## config.mk

```make
export PLATFORM = sky130hd
export DESIGN_NAME = pim_sram_ctrl
export DESIGN_NICKNAME = d
export VERILOG_FILES = /design/src/rtl/pim_pkg.sv /design/src/rtl/pim_settle_timer.sv /design/src/rtl/pim_sram_ctrl.sv
export SDC_FILE = /design/constraint.sdc
export NUM_CORES = 1
export LEC_CHECK = 0
export CORE_MARGIN = 1.5
export CORE_UTILIZATION = 35
export DETAILED_ROUTE_END_ITERATION = 12
export DONT_BUFFER_PORTS = 1
export PLACE_DENSITY = 0.57
export SYNTH_ARGS = -nofsm -noshare
export SYNTH_HDL_FRONTEND = slang
export SYNTH_SLANG_ARGS = --single-unit
export TNS_END_PERCENT = 5
```

## constraint.sdc

```tcl
create_clock -name clk -period 1.53 [get_ports clk]
set_input_delay 0.153 -clock clk [delete_from_list [all_inputs] [get_ports clk]]
set_output_delay 0.153 -clock clk [all_outputs]
set_load 0.1 [all_outputs]
```

## src/rtl/pim_pkg.sv

```systemverilog
// Shared definitions for the PIM SRAM controller slice.
//   - pim_state_t : controller FSM states
//   - N_ROWS and default operand/twiddle/sum widths
//   - packing helpers for the 4-row twiddle and data buses (row 0 in LSBs)
package pim_pkg;

  localparam int unsigned N_ROWS            = 4;
  localparam int unsigned DATA_W_DEF        = 6;
  localparam int unsigned TW_W_DEF          = 5;
  localparam int unsigned OUT_W_DEF         = 14;
  localparam int unsigned SETTLE_CYCLES_DEF = 2;

  typedef enum logic [3:0] {
    IDLE,
    W_SETUP,
    W_STROBE,
    W_HOLD,
    R_SETUP,
    R_STROBE,
    SETTLE,
    CAPTURE,
    RESP
  } pim_state_t;

  function automatic logic [N_ROWS*TW_W_DEF-1:0] pack_tw(
    input logic [TW_W_DEF-1:0] r3,
    input logic [TW_W_DEF-1:0] r2,
    input logic [TW_W_DEF-1:0] r1,
    input logic [TW_W_DEF-1:0] r0
  );
    return {r3, r2, r1, r0};
  endfunction

  function automatic logic [N_ROWS*DATA_W_DEF-1:0] pack_data(
    input logic [DATA_W_DEF-1:0] r3,
    input logic [DATA_W_DEF-1:0] r2,
    input logic [DATA_W_DEF-1:0] r1,
    input logic [DATA_W_DEF-1:0] r0
  );
    return {r3, r2, r1, r0};
  endfunction

  function automatic logic [TW_W_DEF-1:0] tw_row(
    input logic [N_ROWS*TW_W_DEF-1:0] bus,
    input int unsigned                row
  );
    return bus[row*TW_W_DEF +: TW_W_DEF];
  endfunction

  function automatic logic [DATA_W_DEF-1:0] data_row(
    input logic [N_ROWS*DATA_W_DEF-1:0] bus,
    input int unsigned                  row
  );
    return bus[row*DATA_W_DEF +: DATA_W_DEF];
  endfunction

endpackage

```

## src/rtl/pim_settle_timer.sv

```systemverilog
// Settle timer for the macro read path.
//   clk, rst_n : clock, asynchronous active-low reset
//   load       : load the counter with load_val
//   load_val   : number of cycles to count (0 = idle)
//   done       : high during the last counted cycle (one-cycle pulse)
module pim_settle_timer (
  input  logic       clk,
  input  logic       rst_n,
  input  logic       load,
  input  logic [3:0] load_val,
  output logic       done
);

  logic [3:0] cnt;

  always_ff @(posedge clk or negedge rst_n) begin
    if (!rst_n) begin
      cnt <= '0;
    end else if (load) begin
      cnt <= load_val;
    end else if (cnt != '0) begin
      cnt <= cnt - 4'd1;
    end
  end

  assign done = (cnt == 4'd1);

endmodule

```

## src/rtl/pim_sram_ctrl.sv

```systemverilog
// Host-side initiator for the 4-row twiddle PIM SRAM macro.
//   cfg_*      : twiddle-load request (valid/ready)
//   op_*       : compute request with pos/neg operands (valid/ready)
//   res_*      : captured macro sums and signed difference (valid/ready)
//   loaded     : twiddles written since reset
//   sram_*     : registered strobes and buses to the macro; sram_sum_* from it
// Only this block strobes the macro. sram_enable is high for exactly one
// cycle, with write/read and buses set up one cycle before and held after.
module pim_sram_ctrl
  import pim_pkg::*;
#(
  parameter int unsigned DATA_W        = DATA_W_DEF,
  parameter int unsigned TW_W          = TW_W_DEF,
  parameter int unsigned OUT_W         = OUT_W_DEF,
  parameter int unsigned SETTLE_CYCLES = SETTLE_CYCLES_DEF  // 1..15
) (
  input  logic                       clk,
  input  logic                       rst_n,
  input  logic                       cfg_valid,
  output logic                       cfg_ready,
  input  logic [N_ROWS*TW_W-1:0]     cfg_twiddle,
  input  logic                       op_valid,
  output logic                       op_ready,
  input  logic [N_ROWS*DATA_W-1:0]   op_pos,
  input  logic [N_ROWS*DATA_W-1:0]   op_neg,
  output logic                       res_valid,
  input  logic                       res_ready,
  output logic [OUT_W-1:0]           res_pos,
  output logic [OUT_W-1:0]           res_neg,
  output logic signed [OUT_W:0]      res_diff,
  output logic                       loaded,
  output logic                       sram_enable,
  output logic                       sram_write,
  output logic                       sram_read,
  output logic [N_ROWS*TW_W-1:0]     sram_twiddle,
  output logic [N_ROWS*DATA_W-1:0]   sram_pos,
  output logic [N_ROWS*DATA_W-1:0]   sram_neg,
  input  logic [OUT_W-1:0]           sram_sum_pos,
  input  logic [OUT_W-1:0]           sram_sum_neg
);

  pim_state_t state, state_nxt;
  logic       run;
  logic       cfg_fire, op_fire;
  logic       timer_load, timer_done;

  // run keeps the ready outputs low while reset is held, even though the
  // state register already sits in IDLE.
  assign cfg_ready = run && (state == IDLE);
  assign op_ready  = cfg_ready && loaded && !cfg_valid;
  assign res_valid = (state == RESP);
  assign cfg_fire  = cfg_valid && cfg_ready;
  assign op_fire   = op_valid && op_ready;

  pim_settle_timer u_settle_timer (
    .clk      (clk),
    .rst_n    (rst_n),
    .load     (timer_load),
    .load_val (4'(SETTLE_CYCLES - 1)),
    .done     (timer_done)
  );

  always_ff @(posedge clk or negedge rst_n) begin
    if (!rst_n) begin
      state <= IDLE;
    end else begin
      state <= state_nxt;
    end
  end

  // The strobe cycle counts as the first settle cycle, so SETTLE itself
  // lasts SETTLE_CYCLES-1 cycles and is skipped entirely when that is zero.
  always_comb begin
    state_nxt  = state;
    timer_load = 1'b0;
    unique case (state)
      IDLE: begin
        if (cfg_fire) begin
          state_nxt = W_SETUP;
        end else if (op_fire) begin
          state_nxt = R_SETUP;
        end
      end
      W_SETUP:  state_nxt = W_STROBE;
      W_STROBE: state_nxt = W_HOLD;
      W_HOLD:   state_nxt = IDLE;
      R_SETUP:  state_nxt = R_STROBE;
      R_STROBE: begin
        if (SETTLE_CYCLES > 1) begin
          state_nxt  = SETTLE;
          timer_load = 1'b1;
        end else begin
          state_nxt = CAPTURE;
        end
      end
      SETTLE: begin
        if (timer_done) begin
          state_nxt = CAPTURE;
        end
      end
      CAPTURE: state_nxt = RESP;
      RESP: begin
        if (res_ready) begin
          state_nxt = IDLE;
        end
      end
      default: state_nxt = IDLE;
    endcase
  end

  always_ff @(posedge clk or negedge rst_n) begin
    if (!rst_n) begin
      run          <= 1'b0;
      loaded       <= 1'b0;
      sram_enable  <= 1'b0;
      sram_write   <= 1'b0;
      sram_read    <= 1'b0;
      sram_twiddle <= '0;
      sram_pos     <= '0;
      sram_neg     <= '0;
      res_pos      <= '0;
      res_neg      <= '0;
      res_diff     <= '0;
    end else begin
      run         <= 1'b1;
      // Enable is registered from the next state so it is high exactly
      // while the FSM sits in a strobe state.
      sram_enable <= (state_nxt == W_STROBE) || (state_nxt == R_STROBE);
      unique case (state)
        IDLE: begin
          if (cfg_fire) begin
            sram_write   <= 1'b1;
            sram_twiddle <= cfg_twiddle;
          end else if (op_fire) begin
            sram_read <= 1'b1;
            sram_pos  <= op_pos;
            sram_neg  <= op_neg;
          end
        end
        W_HOLD: begin
          sram_write <= 1'b0;
          loaded     <= 1'b1;
        end
        CAPTURE: begin
          sram_read <= 1'b0;
          res_pos   <= sram_sum_pos;
          res_neg   <= sram_sum_neg;
          res_diff  <= $signed({1'b0, sram_sum_pos}) - $signed({1'b0, sram_sum_neg});
        end
        default: ;
      endcase
    end
  end

endmodule

```

---- Yosys cells after proc, flatten, opt, wreduce, memory -nomap -nowiden ----
Cells that the tools add are included.
word-level totals
  output and inout bits ................... 118
  logic and storage cells ................. 59
  RAM bits ................................ 0
  input bits .............................. 101
  register bits after elaboration ......... 124
  bits in latches ......................... 0
  memories kept ........................... 0
  memory bits (read-only) ................. 0
operators by class
  order comparisons ....................... 0
  mux-type cells .......................... 13
  add/subtract/negate cells ............... 2
  div/mod/pow operators ................... 0
  bitwise logic cells ..................... 1
  shifts and indexed selects .............. 0
  multiply operators ...................... 0
  reduce and logical (&&, ||, !) cells .... 16
  equal/unequal tests ..................... 14
operator list
  cell                                              number
  one-hot mux 4 bit (8 select lines)                1
  2-to-1 mux 4 bit                                  6
  == test 4 x 3 -> 1 bit, second input constant     5
  subtractor 14 x 14 -> 15 bit                      1
  == test 4 x 2 -> 1 bit, second input constant     3
  == test 4 x 1 -> 1 bit, second input constant     2
  != test 2 bit, second input constant              3
  AND reduction 3 bit                               2
  nonzero test 2 bit                                3
  logical AND 1 bit                                 5
  == test 4 bit, second input constant              1
  zero test 4 bit                                   1
  2-to-1 mux 1 bit                                  4
  one-hot mux 1 bit (2 select lines)                2
  AND reduction 2 bit                               2
  nonzero test 4 bit                                1
  subtractor 4 x 1 -> 4 bit, second input constant  1
  zero test 1 bit                                   1
  logical OR 1 bit                                  1
  NOT 1 bit                                         1

---- Longest topological paths before layout ----
  word-level depth ........................ 10
  gate-level depth with buffers ........... 8
  depth with buffers taken out ............ 8

---- By module ----
From an unflattened synthesis, not the netlist that was laid out.
second synthesis, totals
  cell total of the unflattened synthesis .. 465
  area, all modules ....................... 5755.5 µm²
modules (own cells, without submodules)
  module            area an instance (µm²)  cells an instance  instances
  pim_sram_ctrl     5490.3                  441                1
  pim_settle_timer  265.3                   24                 1

---- Worst setup path after synthesis ----
No wires, ideal clock.
  kind .................................... register to register
  start ................................... register state[0]
  end ..................................... register state[3]
  cell stages (with the launch flop) ...... 5
  setup slack ............................. -2.500 ns
  clock period less this slack ............ 4.030 ns
  library setup time ...................... 0.079 ns
  data arrival time ....................... 3.951 ns
  cell sequence ........................... dfrtp_1 -> buf_6 -> nor4b_1 -> nand2b_1 -> nand2_1
on the way
  elaborated cells between the ends (all ways) .. 16
  classes of those cells .................. 7 x eq/ne; 3 x mux; 6 x reduce/logical
RTL lines
  what                                line                 RTL
  from (decl)                         pim_sram_ctrl.sv:42  pim_state_t state, state_nxt;
  from (signal assigned)              pim_sram_ctrl.sv:67  state <= state_nxt;
  == test 4 bit                       --
  named net res_valid                 pim_sram_ctrl.sv:26  output logic res_valid,
  one-hot mux 4 bit (8 select lines)  pim_sram_ctrl.sv:76  unique case (state)
  named net state_nxt[3]              pim_sram_ctrl.sv:42
The timed path passes the listed nets, and every way through them passes these cells.
A chain may end at the register's enable or synchronous reset.

---- Final worst setup path ----
  start ................................... register state[1]
  end ..................................... register sram_neg[4]
on the way
  longest elaborated chain between the ends .. 6
  elaborated cells between the ends (all ways) .. 8
  classes of those cells .................. 1 x bitwise; 7 x reduce/logical
ends and longest elaborated chain
  what                             line                                       RTL
  zero test 4 bit *                pim_sram_ctrl.sv:49, pim_sram_ctrl.sv:129
  logical AND 1 bit                pim_sram_ctrl.sv:49                        assign cfg_ready = run && (state == IDLE);
  logical AND 1 bit (2 in a row)   pim_sram_ctrl.sv:50                        assign op_ready = cfg_ready && loaded && !cfg_valid;
  logical AND 1 bit                pim_sram_ctrl.sv:53                        assign op_fire = op_valid && op_ready;
  AND reduction 3 bit (no line) *  --
  to (signal assigned)             pim_sram_ctrl.sv:137                       sram_neg <= op_neg;
  to (decl)                        pim_sram_ctrl.sv:37                        output logic [N_ROWS*DATA_W-1:0] sram_neg,
Mark *: on every way between the ends. The rest lies on a longest branch, timed or not.

==> run_results.csv <==
group,metric,value,unit
setup_path,critPathMaxStageDelay,0.41,ns
cells_and_area,area.growth.synth_to_final,56.4,%
floorplan,die-area,17100,um2
routing,firstDrtPassIters,4,
routing,ant_nets,0,
global_routing,antenna_found_initial,0,
clock_network,clk_root_buffer_cell,"sky130_fd_sc_hd__clkbuf_16",
global_routing,grt_use_total,17.4,%
synthesis,synth_cells,470,
floorplan,placeableCoreArea,15900,um2
global_routing,vias_in_the_first_global_route,4664,
global_routing,grt_first_pass_wirelength,22700,um
synthesis,ys.flop_type,"sky130_fd_sc_hd__dfrtp_1",
routing,avgRoutedWirePerCell,16.0,um
routing,routed-via-count,4521,
place,buffer_ports.inserted,0,
synthesis,synthArstFlopShare,100,%
setup_path,worst-setup-path-type,"reg2reg",
sta,timing.final.crit_share,113,%
global_routing,pin_count_of_the_biggest_net_entering_global_routing,125,
cells_and_area,layout.cells.non_filler,969,
setup_path,worst_path_max_delay_cell,"sky130_fd_sc_hd__dfrtp_1",
synthesis,synth_seq_cells,124,
clock_network,tritoncts,"done",
floorplan,die-width,131,um
clock_network,tritoncts_num_sinks,124,
place,detailed_place_hpwl,10000,um
place,placed_cells,835,
sta,timing.final.max_slew_violations,0,
cells_and_area,drive_gt1_share,39.2,%
cells_and_area,multi_input_area,2450,um2
cells_and_area,num-fill-cells,1293,
sta,final_critical_path_setup_slack,-0.192,ns
clock_network,clock_transition_time_at_the_flip_flop_clock_pins_of_the_worst_setup_and_hold_paths,0.06,ns
sta,finalClockSkew,0.00734,ns
sta,whs,-0.560,ns
floorplan,row_count,46,
clock_network,clock_path_buffers,2,
setup_path,crit-reg2reg-launch,"state[1]$_DFF_PN0_",
setup_path,critical_path.startpoint,"state[1]$_DFF_PN0_",
synthesis,synth.yosys.warnings,0,
floorplan,initial_utilization,35.9,%
cells_and_area,nets,860,
sta,minimum_clock_period,1.72,ns
sta,setup_viol,55,
sta,hold_fails_final_rpt,124,
cells_and_area,antenna_cells,0,
synthesis,post-synth-top-area-cell,"sky130_fd_sc_hd__dfrtp_1",
floorplan,die_height,131,um
synthesis,yosysTopAreaCellShare,54.1,%
clock_network,cts_htree_levels,4,
routing,avg_vias_per_cell,4.67,
status,run_status,"finished with violations",
synthesis,synth.net_count,589,
setup_path,crit_arrival,2.01,ns
synthesis,yosys.cell_types.count,56,
status,violations,"hold timing, setup timing",
synthesis,leading_cell_types_by_count_after_synthesis,"sky130_fd_sc_hd__dfrtp_1, sky130_fd_sc_hd__nand2_1, sky130_fd_sc_hd__mux2_4, sky130_fd_sc_hd__o21ai_0, sky130_fd_sc_hd__inv_1",
routing,count_of_unresolved_drc_violations_after_routing,0,
synthesis,synthesis.area,5730,um2
clock_network,source_to_sink_clock_delay_at_the_later_pin_of_the_worst_skew_pair,0.41,ns
synthesis,synth_sequential_area_ratio,54.1,%
sta,achievable-frequency,0.581,GHz
clock_network,cts_inserted_buffers,17,
routing,detail_route.wirelength,15500,um
routing,drc_violation_total_after_the_first_tritonroute_iteration,146,
setup_path,worstPathCellList,"nor2_4, and3_4, and3b_4, nand2_8, clkbuf_16, mux2_4",
place,final_gp_congestion,0.833,
global_routing,global_route.overflow_total,0,
setup_path,required,1.81,ns
synthesis,synth.top_cells.by_area,"sky130_fd_sc_hd__dfrtp_1, sky130_fd_sc_hd__mux2_4, sky130_fd_sc_hd__nand2_1",
cells_and_area,regArea,3100,um2
hold_path,holdCritPathClass,"in2async",
clock_network,ctsHoldBuffers,97,
setup_path,crit_path_end_kind,"register",
synthesis,synth_enable_flop_cells,0,
setup_path,worst-path-max-fanout,8,
synthesis,synth_most_common_cell,"sky130_fd_sc_hd__dfrtp_1",
synthesis,postSynthAreaPerCell,12.2,um2
job,cap_viol_max_count,0,
place,placement.setup.worst_slack,-0.529,ns
floorplan,boundaryPins,219,
sta,grt_setup_unrepaired,"true",
setup_path,setup.worst_path.start_class,"register",
final cells by class:
class	instances	area share, %
Clock buffer	24	5.49
Tap cell	216	3.02
Sequential cell	124	34.6
Inverter	22	0.922
Clock inverter	7	0.977
Multi-Input combinational cell	302	27.3
Timing Repair Buffer	274	27.7
metrics by stage:
| stage | TNS (ns) | cell area (um2) | hold slack [ns] | util [%] |
|---|---|---|---|---|
| after detailed placement | -8.24 | 7200 | -0.140 | 45.2 |
| after CTS | -7.21 | 8830 | -0.586 | 55.4 |
| final | -8.27 | 8960 | -0.560 | 56.2 |
| after floorplan | -38.18 | 5750 | -0.143 | - |
| after global routing | -12.45 | 8960 | -0.583 | 56.2 |
| after global placement | -7.63 | 7200 | -0.140 | 45.2 |
critical path: cells and delay by family (launching register included):
kind	cells	cell delay, ns
buffers and inverters	1	0.20
and+or+nand+nor	4	0.68
DFF	1	0.41
muxes	1	0.31
per-layer routing:
| layer | wire, um | track usage, % |
|---|---|---|
| met1 | 6270 | 19.6 |
| met3 | 699 | 3.91 |
| met5 | 0 | 0 |
| met4 | 289 | 7.56 |
| met2 | 8210 | 31.4 |
flip-flops by register name (all words and copies together), names as in the netlist:
register,cells
sram_read,1
u_settle_timer.cnt,4
sram_pos,24
loaded,1
sram_twiddle,20
sram_neg,24
sram_write,1
sram_enable,1
res_pos,14
res_neg,14
res_diff,15
state,4
run,1
what timing repair did:
item | in CTS | in global routing
gates resized for setup | 18 | 11
buffers inserted | 2 | 1
pin swaps | 5 | 4
endpoints found under the hold margin | 221 | 124
setup endpoints to repair | 78 | 102
cloned | 0 | 3
logic make-up after synthesis:
logic type                 count (synthesis)  share of synthesized area [%]
AOI/OAI and AO/OA                         71                           7.71
xor gates and xnor gates                   9                           1.38
adders and majority gates                 18                           4.06
buffers and inverters                     44                           4.67
DFF                                      124                           54.1
muxes                                     71                           17.0
other                                      1                         0.0654
and+or+nand+nor                          132                           10.9
path summary, 6_finish.rpt:
| check | slack [ns] | to | cells past startpoint |
|---|---|---|---|
| max | -0.19 | sram_neg[4]$_DFFE_PN0P_ | 6 |
| min | -0.56 | res_pos[9]$_DFFE_PN0P_ | 0 |
| max reg2reg | -0.19 | sram_neg[4]$_DFFE_PN0P_ | 6 |
| min reg2reg | 0.48 | res_pos[10]$_DFFE_PN0P_ | 2 |
| max in group asynchronous | 1.89 | sram_neg[1]$_DFFE_PN0P_ | 0 |
| min in group clk | 0.02 | res_neg[5]$_DFFE_PN0P_ | 3 |
cell usage in the layout (no fill, tap or decap), types with 2 or more instances in the layout:
cell type / n
sky130_fd_sc_hd__a211oi_1: 2
sky130_fd_sc_hd__a21oi_1: 17
sky130_fd_sc_hd__a21oi_2: 3
sky130_fd_sc_hd__a311o_1: 2
sky130_fd_sc_hd__and3_1: 4
sky130_fd_sc_hd__buf_12: 8
sky130_fd_sc_hd__buf_4: 159
sky130_fd_sc_hd__buf_6: 7
sky130_fd_sc_hd__bufinv_16: 2
sky130_fd_sc_hd__clkbuf_1: 3
sky130_fd_sc_hd__clkbuf_16: 20
sky130_fd_sc_hd__clkbuf_8: 4
sky130_fd_sc_hd__clkinv_2: 4
sky130_fd_sc_hd__dfrtp_1: 123
sky130_fd_sc_hd__dlygate4sd3_1: 97
sky130_fd_sc_hd__ha_1: 17
sky130_fd_sc_hd__inv_1: 22
sky130_fd_sc_hd__mux2_2: 20
sky130_fd_sc_hd__mux2_4: 48
sky130_fd_sc_hd__mux2i_1: 3
sky130_fd_sc_hd__nand2_1: 76
sky130_fd_sc_hd__nand2b_1: 9
sky130_fd_sc_hd__nand3_1: 4
sky130_fd_sc_hd__nand4_1: 2
sky130_fd_sc_hd__nor2_1: 13
sky130_fd_sc_hd__nor2b_4: 2
sky130_fd_sc_hd__nor3_1: 5
sky130_fd_sc_hd__o211ai_1: 2
sky130_fd_sc_hd__o21ai_0: 29
sky130_fd_sc_hd__o21ai_1: 3
sky130_fd_sc_hd__or2_2: 2
sky130_fd_sc_hd__xnor2_1: 5
sky130_fd_sc_hd__xor2_1: 4
Power is left out: the tool's default activity adds up to more than one toggle a clock period on the data nets, which glitch-free logic cannot reach.
